### src/rtl/sseg_pkg.sv
// Shared definitions for the seven-segment display drivers (sseg_drv, sseg_scan):
// segment bit positions, the hex glyph table and parameter-derivation helpers.
package sseg_pkg;

    localparam int SEG_A  = 0;
    localparam int SEG_G  = 6;
    localparam int SEG_DP = 7;

    // Full segment byte {dp,g,f,e,d,c,b,a}, active-high
    typedef logic [7:0] seg_t;

    // Active-high glyphs for 0..9, A, b, C, d, E, F
    localparam logic [6:0] HEX_SEG [16] = '{
        7'h3F, 7'h06, 7'h5B, 7'h4F, 7'h66, 7'h6D, 7'h7D, 7'h07,
        7'h7F, 7'h6F, 7'h77, 7'h7C, 7'h39, 7'h5E, 7'h79, 7'h71
    };

    function automatic int width_of(input int n);
        return (n > 1) ? $clog2(n) : 1;
    endfunction

    function automatic int scan_div(input int clk_hz, input int scan_hz);
        return clk_hz / scan_hz;
    endfunction

endpackage

### src/rtl/sseg_hex_dec.sv
// Combinational hex nibble to active-high seven-segment glyph.
module sseg_hex_dec
    import sseg_pkg::*;
(
    input  logic [3:0]         nib_i,
    output logic [SEG_G:SEG_A] seg_o
);

    // Table lookup of the glyph for the selected nibble
    always_comb begin
        seg_o = HEX_SEG[nib_i];
    end

endmodule

### src/rtl/sseg_scan.sv
// Multiplexed seven-segment scanner: prescaled digit scan, frame-shadowed data,
// hex/raw modes, leading-zero blanking and PWM brightness, all outputs registered.
module sseg_scan
    import sseg_pkg::*;
#(
    parameter int DIGITS      = 8,
    parameter int CLK_HZ      = 100_000_000,
    parameter int SCAN_HZ     = 1_000,
    parameter int PWM_BITS    = 4,
    parameter int AN_ACT_LOW  = 1,
    parameter int SEG_ACT_LOW = 1,
    localparam int IW         = width_of(DIGITS)
)
(
    input  logic                  clk,
    input  logic                  rst,
    input  logic                  en,
    input  logic                  mod,
    input  logic [4*DIGITS-1:0]   dat,
    input  logic [8*DIGITS-1:0]   raw,
    input  logic [DIGITS-1:0]     dp,
    input  logic                  blank_lz,
    input  logic [PWM_BITS-1:0]   bright,
    output logic [DIGITS-1:0]     an,
    output logic [7:0]            seg,
    output logic [IW-1:0]         idx
);

    localparam int                DIV      = scan_div(CLK_HZ, SCAN_HZ);
    localparam int                PW       = width_of(DIV);
    localparam logic [PW-1:0]     PRE_LAST = PW'(DIV - 1);
    localparam logic [IW-1:0]     IDX_LAST = IW'(DIGITS - 1);
    localparam logic [DIGITS-1:0] AN_OFF   = {DIGITS{AN_ACT_LOW != 0}};
    localparam seg_t              SEG_OFF  = {8{SEG_ACT_LOW != 0}};

    logic [PW-1:0]       pre_cnt_q, pre_cnt_d;
    logic [IW-1:0]       idx_q, idx_d;
    logic [PWM_BITS-1:0] pwm_q, pwm_d;

    logic                mod_sh_q;
    logic                blz_sh_q;
    logic [DIGITS-1:0]   dp_sh_q;
    logic [3:0]          dat_sh_q [DIGITS];
    seg_t                raw_sh_q [DIGITS];

    logic [DIGITS-1:0]   an_q, an_d;
    seg_t                seg_q, seg_d;
    logic [IW-1:0]       idx_out_q;

    logic                tick_s;
    logic                load_s;
    logic                lz_s;
    logic                blank_s;
    logic                lit_s;
    logic                active_s;
    logic [3:0]          nib_s;
    logic [6:0]          hex_seg_s;
    seg_t                pattern_s;

    sseg_hex_dec u_hex_dec (
        .nib_i (nib_s),
        .seg_o (hex_seg_s)
    );

    // Prescaler, digit index and PWM counter; all parked at zero while disabled
    always_comb begin
        tick_s = (pre_cnt_q == PRE_LAST);
        if (en) begin
            pre_cnt_d = tick_s ? '0 : pre_cnt_q + PW'(1);
            if (tick_s) begin
                idx_d = (idx_q == IDX_LAST) ? '0 : idx_q + IW'(1);
            end else begin
                idx_d = idx_q;
            end
            pwm_d = pwm_q + PWM_BITS'(1);
        end else begin
            pre_cnt_d = '0;
            idx_d     = '0;
            pwm_d     = '0;
        end
        // Shadow follows inputs while dark, otherwise only at the frame boundary
        load_s = !en || (tick_s && (idx_q == IDX_LAST));
    end

    // Segment pattern, leading-zero blanking and brightness gating for the current digit
    always_comb begin
        nib_s   = dat_sh_q[idx_q];
        lz_s    = 1'b1;
        blank_s = 1'b0;
        for (int i = DIGITS - 1; i > 0; i--) begin
            lz_s    = lz_s && (dat_sh_q[i] == 4'h0);
            blank_s = (IW'(i) == idx_q) ? lz_s : blank_s;
        end
        blank_s = blank_s && !mod_sh_q && blz_sh_q;

        if (mod_sh_q) begin
            pattern_s = raw_sh_q[idx_q];
        end else begin
            pattern_s         = {1'b0, hex_seg_s};
            pattern_s[SEG_DP] = dp_sh_q[idx_q];
        end

        lit_s    = (&bright) || (pwm_q < bright);
        active_s = en && lit_s && !blank_s;

        if (active_s) begin
            an_d  = (DIGITS'(1) << idx_q) ^ AN_OFF;
            seg_d = pattern_s ^ SEG_OFF;
        end else begin
            an_d  = AN_OFF;
            seg_d = SEG_OFF;
        end
    end

    // Counters, frame shadow registers and registered display outputs
    always_ff @(posedge clk) begin
        if (rst) begin
            pre_cnt_q <= '0;
            idx_q     <= '0;
            pwm_q     <= '0;
            mod_sh_q  <= 1'b0;
            blz_sh_q  <= 1'b0;
            dp_sh_q   <= '0;
            for (int i = 0; i < DIGITS; i++) begin
                dat_sh_q[i] <= 4'h0;
                raw_sh_q[i] <= 8'h00;
            end
            an_q      <= AN_OFF;
            seg_q     <= SEG_OFF;
            idx_out_q <= '0;
        end else begin
            pre_cnt_q <= pre_cnt_d;
            idx_q     <= idx_d;
            pwm_q     <= pwm_d;
            if (load_s) begin
                mod_sh_q <= mod;
                blz_sh_q <= blank_lz;
                dp_sh_q  <= dp;
                for (int i = 0; i < DIGITS; i++) begin
                    dat_sh_q[i] <= dat[4*i +: 4];
                    raw_sh_q[i] <= raw[8*i +: 8];
                end
            end
            an_q      <= an_d;
            seg_q     <= seg_d;
            idx_out_q <= idx_q;
        end
    end

    assign an  = an_q;
    assign seg = seg_q;
    assign idx = idx_out_q;

endmodule

### config.mk
export PLATFORM = sky130hd
export DESIGN_NAME = sseg_scan
export DESIGN_NICKNAME = d
export VERILOG_FILES = /design/src/rtl/sseg_pkg.sv /design/src/rtl/sseg_hex_dec.sv /design/src/rtl/sseg_scan.sv
export SDC_FILE = /design/constraint.sdc
export NUM_CORES = 1
export LEC_CHECK = 0
export CAP_MARGIN = 20
export CORE_MARGIN = 10
export CORE_UTILIZATION = 45
export CTS_BUF_LIST = sky130_fd_sc_hd__clkbuf_4 sky130_fd_sc_hd__clkbuf_8 sky130_fd_sc_hd__clkbuf_16
export DETAILED_ROUTE_END_ITERATION = 7
export PLACE_DENSITY = 0.69
export SYNTH_ARGS = -nofsm -noshare
export SYNTH_HDL_FRONTEND = slang
export SYNTH_HIERARCHICAL = 1
export SYNTH_SLANG_ARGS = --single-unit
### constraint.sdc
create_clock -name clk -period 10.8 [get_ports clk]
set_input_delay 1.62 -clock clk [delete_from_list [all_inputs] [get_ports clk]]
set_output_delay 1.62 -clock clk [all_outputs]
set_load 0.02 [all_outputs]
==> impl_metrics.ini, run 1 <==
[critical_path]
critPathMaxFanout = 82
cp.required_ns = 10.91
path_class = in2reg
cp-start-kind = primary input
crit_family = buffers and inverters
worstPathArrival_ns = 3.99
critPathCaptureType = flip-flop
slowest_stage = clkdlybuf4s50_1
path_common_cell = buf_16
critPathBufInv = 5
worstPathCellList = clkdlybuf4s50_1 -> buf_16 -> nand2b_1 -> a21oi_2 -> clkinv_2 -> buf_4 -> buf_16
critPathMaxStageDelay_ns = 0.61

[worst_hold_path]
min_path_type = reg2reg

[final_layout]
layout.nets = 793
diodes = 0
finalInstanceArea_mm2 = 0.00900
most-common-layout-cells = clkdlybuf4s50_1, edfxtp_1, and2_1, dfxtp_1, nor2_1
final_cells = 862
synthToLayoutAreaGrowth_pct = 30.0
final_common_cell = clkdlybuf4s50_1
drive_gt1_share_pct = 10.8

[synthesis]
yosysTopAreaCell = edfxtp_1
synth_fp_nets = 666
yosysTopAreaCellShare_pct = 41.6
synth_top_family_by_area = simple AND/OR/NAND/NOR gates
synth-seq-cells = 152
synth_mux_area_share_pct = 11.4
synthArstFlopShare_pct = 0
dominantRegCellSynth = edfxtp_1
yosys_warnings = 6
synthCells = 535
syn_avg_cell_area_um2 = 12.9
synth_xor_area_share_pct = 2.28
ys_types = 48
synth_compound_area_share_pct = 6.00
syn_area_mm2 = 0.00692
synthAdderAreaFrac_pct = 3.25
yosysSeqAreaShare_pct = 57.8
synth_edf_count = 96
yosys.area_share.simple_pct = 16.2
synth.area.top_cells = edfxtp_1, dfxtp_1, mux4_2

[timing]
finalHoldViolations = 0
worst_pin_slew_ns = 0.897
fin_crit_sh_pct = 35.9
min_period_ns = 3.88
relSlewSlack_pct = 40.2
rsz0062_at_grt = no
clock_skew_ns = 0.0111
finalSetupViolations = 0
maxSlewViolCount = 0
tns_ns = 0
fmax_mhz = 258

[cts]
cts_setup_buffers = 0
numCtsBuffers = 17
h-tree-depth = 4
cts_tree = built
clock_path_buffers = 2
clockRootBuffer = clkbuf_16
cts_sinks = 152
clk_latency_ns = 0.42
cts_resized = 0
cts_hold_buf = 0
path_clk_slew_ns = 0.05

[global_route]
overflow = 0
grt_util_all_layers_pct = 15.6
antenna_found_initial = 0
grt_pass1_vias = 4837
grt_pass1_wl_mm = 24.7
grt_max_degree = 97

[route]
wl_per_cell_um = 18.5
postRouteWirelength_mm = 15.9
firstDrtPassIters = 4
drc = 0
drtIter0Drc = 361
drtAntennaViolNets = 0
vias = 4551
viasPerCell = 5.28

[power_and_ir_drop]
p_leak_nw = 3.30
power_w = 0.00139
powerDensity_mw_per_mm2 = 154
irDropWorstVdd_mv = 0.130

[floorplanning]
coreArea_mm2 = 0.0151
num_rows = 45
dieArea_mm2 = 0.0207
die_h_um = 144
initial_core_util_pct = 45.7
die_width_um = 144
io_pins = 132

[run_status]
run_status = complete, no violations

[place]
dpl_cell_area_mm2 = 0.00835
dp_hpwl_mm = 11.9
place.gp.congestion = 0.874
io_buffers = 131
place_inst = 829

[job]
max_cap_violations = 0
[metal layers]
metal | vias up | GRT usage (%) | routed length [um]
met5 | - | 0 | 0
met4 | 0 | 6.56 | 326
met3 | 22 | 4.30 | 906
met2 | 124 | 27.0 | 8270
met1 | 2205 | 17.7 | 6440
li1 | 2200 | - | -
[Yosys cell counts, drive strengths merged, types with 2 or more instances]
cell type,instances
a211oi,2
a21oi,21
a22o,10
and2,75
and3,4
buf,11
clkbuf,19
dfxtp,56
edfxtp,96
ha,18
inv,15
mux2,7
mux2i,10
mux4,27
nand2,9
nand2b,6
nand3,9
nand4,3
nor2,41
nor2b,28
nor3,4
nor4,14
o2111ai,2
o211ai,13
o21ai,4
xnor2,12
xor2,6
[registers in the layout, summed over array words and instances, names as in the netlist, named ones only]
| signal | cells |
|---|---|
| an | 8 |
| blz_sh_q | 1 |
| dat_sh_q | 32 |
| dp_sh_q | 8 |
| idx | 3 |
| idx_q | 3 |
| mod_sh_q | 1 |
| pre_cnt_q | 17 |
| pwm_q | 4 |
| raw_sh_q | 64 |
| seg | 8 |
[worst register-to-register path: stages, from the launching register on]
cell,delay (ns)
dfxtp_2,0.91
mux4_2,0.64
mux2_2,0.34
inv_1,0.14
ha_1,0.25
inv_1,0.05
mux4_1,0.48
nor2_1,0.10
a21oi_1,0.06
o211ai_1,0.14
[kinds of logic after synthesis]
kind of cell | count (synthesis)
multiplexers | 44
adder cells (fa/ha/maj) | 18
XOR/XNOR | 18
flip-flops | 152
AO/OA/AOI/OAI | 59
buffers and inverters | 45
AND/OR/NAND/NOR | 199
[where the power goes]
part | switching (W) | internal, W
clock | 0.000215 | 0.000382
sequential | 0.0000128 | 0.000652
combinational | 0.0000531 | 0.0000739
total | 0.000281 | 0.00111
[cell type report]
type	count	area, um2
Multi-Input combinational cell	338	2710
Sequential cell	152	4010
Clock inverter	13	160
Timing Repair Buffer	138	1400
Inverter	15	57.6
Fill cell	1214	6140
Clock buffer	18	433
Tap cell	188	235
[path summary, 6_finish.rpt]
kind,from,endpoint,slack [ns],depth (start not counted)
setup / recovery,rst,dat_sh_q[1][1]$_SDFFCE_PN0P_,6.92,7
hold / removal,pre_cnt_q[0]$_SDFF_PP0_,pre_cnt_q[0]$_SDFF_PP0_,0.45,1
setup reg to reg,flip-flop,seg[3]$_SDFF_PP1_,7.61,9
hold reg to reg,pre_cnt_q[0]$_SDFF_PP0_,pre_cnt_q[0]$_SDFF_PP0_,0.45,1
[metrics by stage]
step | util [%] | setup WS [ns] | hold slack, ns
after global placement | 55.1 | 5.91 | 0.427
after global routing | 59.4 | 6.81 | 0.463
after floorplan | - | 6.26 | 0.417
final | 59.4 | 6.92 | 0.450
after CTS | 59.1 | 6.23 | 0.451
after detailed placement | 55.2 | 5.78 | 0.438
(Power assumes the default switching activity.)
==> inputs of run 2 (changes only) <==
==> constraint.sdc (replaced) <==
create_clock -name clk -period 4.06 [get_ports clk]
set_input_delay 0.609 -clock clk [delete_from_list [all_inputs] [get_ports clk]]
set_output_delay 0.609 -clock clk [all_outputs]
set_load 0.02 [all_outputs]
==> impl_metrics.ini, run 2 (same netlist as run 1, synthesis figures left out) <==
[power_and_ir_drop]
pwr-share-clk_pct = 40.5
p_sw_w = 0.000813
power_switching_share_pct = 23.0
seqPwrFrac_pct = 50.1
combPwrFrac_pct = 9.4
power_w = 0.00353
powerDensity_mw_per_mm2 = 395
p_int_w = 0.00272
p_leak_nw = 3.26
irDropWorstVdd_mv = 0.297

[critical_path]
critPathCaptureType = flip-flop
slowest_stage = mux4_2
reg2reg_to = seg[3]$_SDFF_PP1_
cp-start-kind = flip-flop
worstPathCellList = mux4_2 -> mux2_2 -> inv_1 -> ha_1 -> inv_1 -> mux4_1 -> nor2_1 -> a21oi_1 -> o211ai_1
worstPathArrival_ns = 3.05
reg2regPathDepth = 9
critPathMaxStageDelay_ns = 0.56
path_common_cell = inv_1
path_class = reg2reg
reg2reg_slack_ns = 1.35
critPathMaxFanout = 9
cp.required_ns = 4.40

[timing]
finalSetupViolations = 0
fin_crit_sh_pct = 66.8
clock_skew_ns = 0.00875
tns_ns = 0
min_period_ns = 2.71
fmax_mhz = 369
worst_pin_slew_ns = 0.854
rsz0062_at_grt = no
relSlewSlack_pct = 43.0
setup_ws_ns = 1.35
maxSlewViolCount = 0
finalHoldViolations = 0

[final_layout]
final_common_cell = clkdlybuf4s50_1
nFillCells = 1217
synthToLayoutAreaGrowth_pct = 29.1
largestRegisters = raw_sh_q x64, dat_sh_q x32, pre_cnt_q x17
finalInstanceArea_mm2 = 0.00894
drive_gt1_share_pct = 11.5
layout.nets = 794
most-common-layout-cells = clkdlybuf4s50_1, edfxtp_1, and2_1, dfxtp_1, nor2_1
multiInputGateArea_mm2 = 0.00271
largest_register_ff_count = 64
largest_register = raw_sh_q
diodes = 0
ff_latch_area_mm2 = 0.00401

[cts]
h-tree-depth = 4
clock_path_buffers = 2
cts_sinks = 152
cts_tree = built
cts_hold_buf = 0
path_clk_slew_ns = 0.06
clockRootBuffer = clkbuf_16
clk_latency_ns = 0.43
cts_resized = 0
cts_setup_buffers = 0
numCtsBuffers = 17

[route]
postRouteWirelength_mm = 15.6
vias = 4534
drt-met1-wl_mm = 6.20
viasPerCell = 5.25
top_layer = met4
wl_per_cell_um = 18.0
wl_met3_mm = 1.05
wl_met2_mm = 8.14
drc = 0
firstDrtPassIters = 4
drtAntennaViolNets = 0
drtIter0Drc = 316

[global_route]
overflow = 0
grt_util_all_layers_pct = 15.6
grt_max_degree = 72
grt_pass1_wl_mm = 24.7
grt_pass1_vias = 4853
antenna_found_initial = 0

[worst_hold_path]
worstHoldStart = pre_cnt_q[0]$_SDFF_PP0_
holdPathEnd = pre_cnt_q[0]$_SDFF_PP0_
whs_path_depth = 1
min_path_type = reg2reg

[place]
place.gp.congestion = 0.834
dp_hpwl_mm = 12.0
post-place-ws_ns = 1.20
dpl_cell_area_mm2 = 0.00839
io_buffers = 131

[job]
max_cap_violations = 0

[floorplanning]
coreArea_mm2 = 0.0151
initial_core_util_pct = 45.7
die_h_um = 144
io_pins = 132
dieArea_mm2 = 0.0207
num_rows = 45
die_width_um = 144

[run_status]
run_status = complete, no violations
-- run 2: stage by stage --
| stage | utilization (%) | hold slack, ns | std cells |
|---|---|---|---|
| 6_report | 59.0 | 0.450 | 864 |
| 4_1_cts | 59.0 | 0.455 | 864 |
| 3_3_place_gp | 55.4 | 0.429 | 832 |
| 5_1_grt | 59.0 | 0.471 | 864 |
| 3_5_place_dp | 55.4 | 0.434 | 832 |
| 2_1_floorplan | - | 0.417 | 535 |
-- run 2: per-layer routing --
layer / vias up / global-route usage [%]
li1: 2199 / -
met1: 2189 / 17.3
met3: 18 / 5.31
met5: - / 0
met2: 128 / 27.4
met4: 0 / 5.00
-- run 2: area by class of cell --
type / instances / area share, %
Clock buffer: 17 / 4.76
Clock inverter: 15 / 1.33
Inverter: 15 / 0.644
Multi-Input combinational cell: 338 / 30.3
Sequential cell: 152 / 44.8
Tap cell: 188 / 2.63
Timing Repair Buffer: 139 / 15.5
-- run 2: worst max-delay path, delay by kind of cell (launching register included) --
kind	cells	cell delay, ns
AO/OA/AOI/OAI	2	0.19
adder cells (fa/ha/maj)	1	0.26
buffers and inverters	2	0.20
flip-flops	1	0.50
multiplexers	3	1.39
AND/OR/NAND/NOR	1	0.10
-- run 2: how the worst max path moves through the flow --
| stage | from | end | slack [ns] | cells after the start |
|---|---|---|---|---|
| floorplan | pre_cnt_q[6]$_SDFF_PP0_ | dat_sh_q[0][0]$_SDFFCE_PN0P_ | 0.18 | 7 |
| global placement | en | dat_sh_q[6][0]$_SDFFCE_PP0P_ | 1.29 | 5 |
| detailed placement | en | dat_sh_q[6][2]$_SDFFCE_PP0P_ | 1.20 | 5 |
| CTS | flip-flop | seg[3]$_SDFF_PP1_ | 1.35 | 9 |
| global route | pre_cnt_q[0]$_SDFF_PP0_ | dat_sh_q[2][0]$_SDFFCE_PN0P_ | 1.18 | 7 |
| finish | flip-flop | seg[3]$_SDFF_PP1_ | 1.35 | 9 |
-- run 2: power groups by stage --
stage          registers [W]  clock network, W  logic [W]
2_1_floorplan        0.00180                 0   0.000154
3_3_place_gp         0.00180                 0   0.000328
3_5_place_dp         0.00180                 0   0.000335
4_1_cts              0.00177           0.00146   0.000336
5_1_grt              0.00178           0.00153   0.000362
6_report             0.00177           0.00143   0.000333
==> inputs of run 3 (changes only) <==
==> constraint.sdc (replaced) <==
create_clock -name clk -period 2.6 [get_ports clk]
set_input_delay 0.39 -clock clk [delete_from_list [all_inputs] [get_ports clk]]
set_output_delay 0.39 -clock clk [all_outputs]
set_load 0.02 [all_outputs]
==> impl_metrics.ini, run 3 (same netlist as run 1, synthesis figures left out) <==
[run_status]
run_status = complete, no violations

[place]
dp_hpwl_mm = 12.0
place.gp.congestion = 0.902
io_buffers = 131

[cts]
clk_latency_ns = 0.43
numCtsBuffers = 17
cts_hold_buf = 0
cts_sinks = 152
h-tree-depth = 4
clock_path_buffers = 2
cts_tree = built
clockRootBuffer = clkbuf_16
path_clk_slew_ns = 0.06

[final_layout]
layout.nets = 802
largest_register_ff_count = 64
largestRegisters = raw_sh_q x64, dat_sh_q x32, pre_cnt_q x17
final_common_cell = clkdlybuf4s50_1
drive_gt1_share_pct = 13.9
most-common-layout-cells = clkdlybuf4s50_1, edfxtp_1, and2_1, dfxtp_1, nor2_1
largest_register = raw_sh_q
final_core_util_pct = 60.1
nFillCells = 1144
diodes = 0
synthToLayoutAreaGrowth_pct = 31.5

[global_route]
antenna_found_initial = 0
grt_max_degree = 72
grt_pass1_vias = 4801
grt_pass1_wl_mm = 24.5
grt_util_all_layers_pct = 15.5
overflow = 0

[timing]
finalSetupViolations = 0
relSlewSlack_pct = 57.6
maxSlewViolCount = 0
rsz0062_at_grt = no
fmax_mhz = 402
tns_ns = 0
clock_skew_ns = 0.00800
worst_pin_slew_ns = 0.631
min_period_ns = 2.49
finalHoldViolations = 0
fin_crit_sh_pct = 95.6

[floorplanning]
num_rows = 45
die_h_um = 144
dieArea_mm2 = 0.0207
coreArea_mm2 = 0.0151
die_width_um = 144
io_pins = 132
initial_core_util_pct = 45.7

[critical_path]
critPathCaptureType = flip-flop
cp.required_ns = 2.94
cp-start-kind = flip-flop
critPathMaxFanout = 7
path_class = reg2reg
worstPathArrival_ns = 2.83

[route]
postRouteWirelength_mm = 15.7
drtAntennaViolNets = 0
wl_per_cell_um = 18.0
vias = 4535
firstDrtPassIters = 7
drtIter0Drc = 370
viasPerCell = 5.20
drc = 0

[worst_hold_path]
min_path_type = reg2reg

[job]
max_cap_violations = 0

[power_and_ir_drop]
p_leak_nw = 3.30
irDropWorstVdd_mv = 0.507
powerDensity_mw_per_mm2 = 613
-- run 3: cell count changes in the layout (fill, tap and decap cells not counted), moves of 3 or more --
cell        delta
buf_12         +3
dfxtp_1        -3
clkinvlp_4     +6
clkinv_4       -4
buf_4          +5
-- run 3: worst paths after layout --
path                                 from                       to  slack, ns  cells past startpoint
setup / recovery                flip-flop        seg[3]$_SDFF_PP1_       0.11                      8
hold / removal    pre_cnt_q[0]$_SDFF_PP0_  pre_cnt_q[0]$_SDFF_PP0_       0.44                      1
setup reg to reg                flip-flop        seg[3]$_SDFF_PP1_       0.11                      8
hold reg to reg   pre_cnt_q[0]$_SDFF_PP0_  pre_cnt_q[0]$_SDFF_PP0_       0.44                      1
-- run 3: what timing repair did --
| item | CTS | global route |
|---|---|---|
| pin swaps | 0 | 0 |
| gates resized for setup | 1 | 6 |
| endpoints found under the setup margin | 1 | 4 |
| buffers inserted | 0 | 0 |
-- run 3: where the power goes --
| part | internal, W | switching, W | total (W) | leakage (nW) |
|---|---|---|---|---|
| clock network | 0.00131 | 0.000970 | 0.00228 | 0.251 |
| logic | 0.000318 | 0.000225 | 0.000544 | 1.54 |
| registers | 0.00271 | 0.0000507 | 0.00276 | 1.51 |
| total | 0.00434 | 0.00125 | 0.00558 | 3.30 |
-- run 3: area by class of cell --
cell class	count	area (um2)	area share, %
Tap cell	188	235	2.58
Inverter	15	60.1	0.660
Multi-Input combinational cell	338	2770	30.4
Sequential cell	152	4010	44.1
Clock inverter	15	126	1.39
Timing Repair Buffer	147	1480	16.3
Clock buffer	17	425	4.67
-- run 3: worst max-delay path, cell delays in order, from the launching register on --
cell and delay (ns):
dfxtp_4 0.43, mux4_2 0.54, mux2_2 0.33, inv_2 0.11, ha_1 0.26, mux4_1 0.49
nor2_1 0.10, a21oi_1 0.05, o211ai_1 0.10
-- run 3: metrics by stage --
stage | instances | instance area (um2) | power, W | hold slack, ns | setup slack [ns]
3_3_place_gp | 840 | 8540 | 0.00334 | 0.429 | 0.121
2_1_floorplan | 535 | 6990 | 0.00305 | 0.419 | -0.370
3_5_place_dp | 840 | 8540 | 0.00335 | 0.437 | 0.0263
6_report | 872 | 9100 | 0.00558 | 0.440 | 0.113
5_1_grt | 872 | 9100 | 0.00578 | 0.460 | 0.0242
4_1_cts | 872 | 9090 | 0.00562 | 0.445 | 0.0517
-- run 3: layer usage --
layer / vias to the layer above / track usage (%) / wire length, um
met5: - / 0 / 0
met4: 0 / 6.61 / 341
met3: 27 / 5.02 / 1120
met2: 137 / 26.4 / 7970
met1: 2155 / 17.6 / 6300
li1: 2216 / - / -
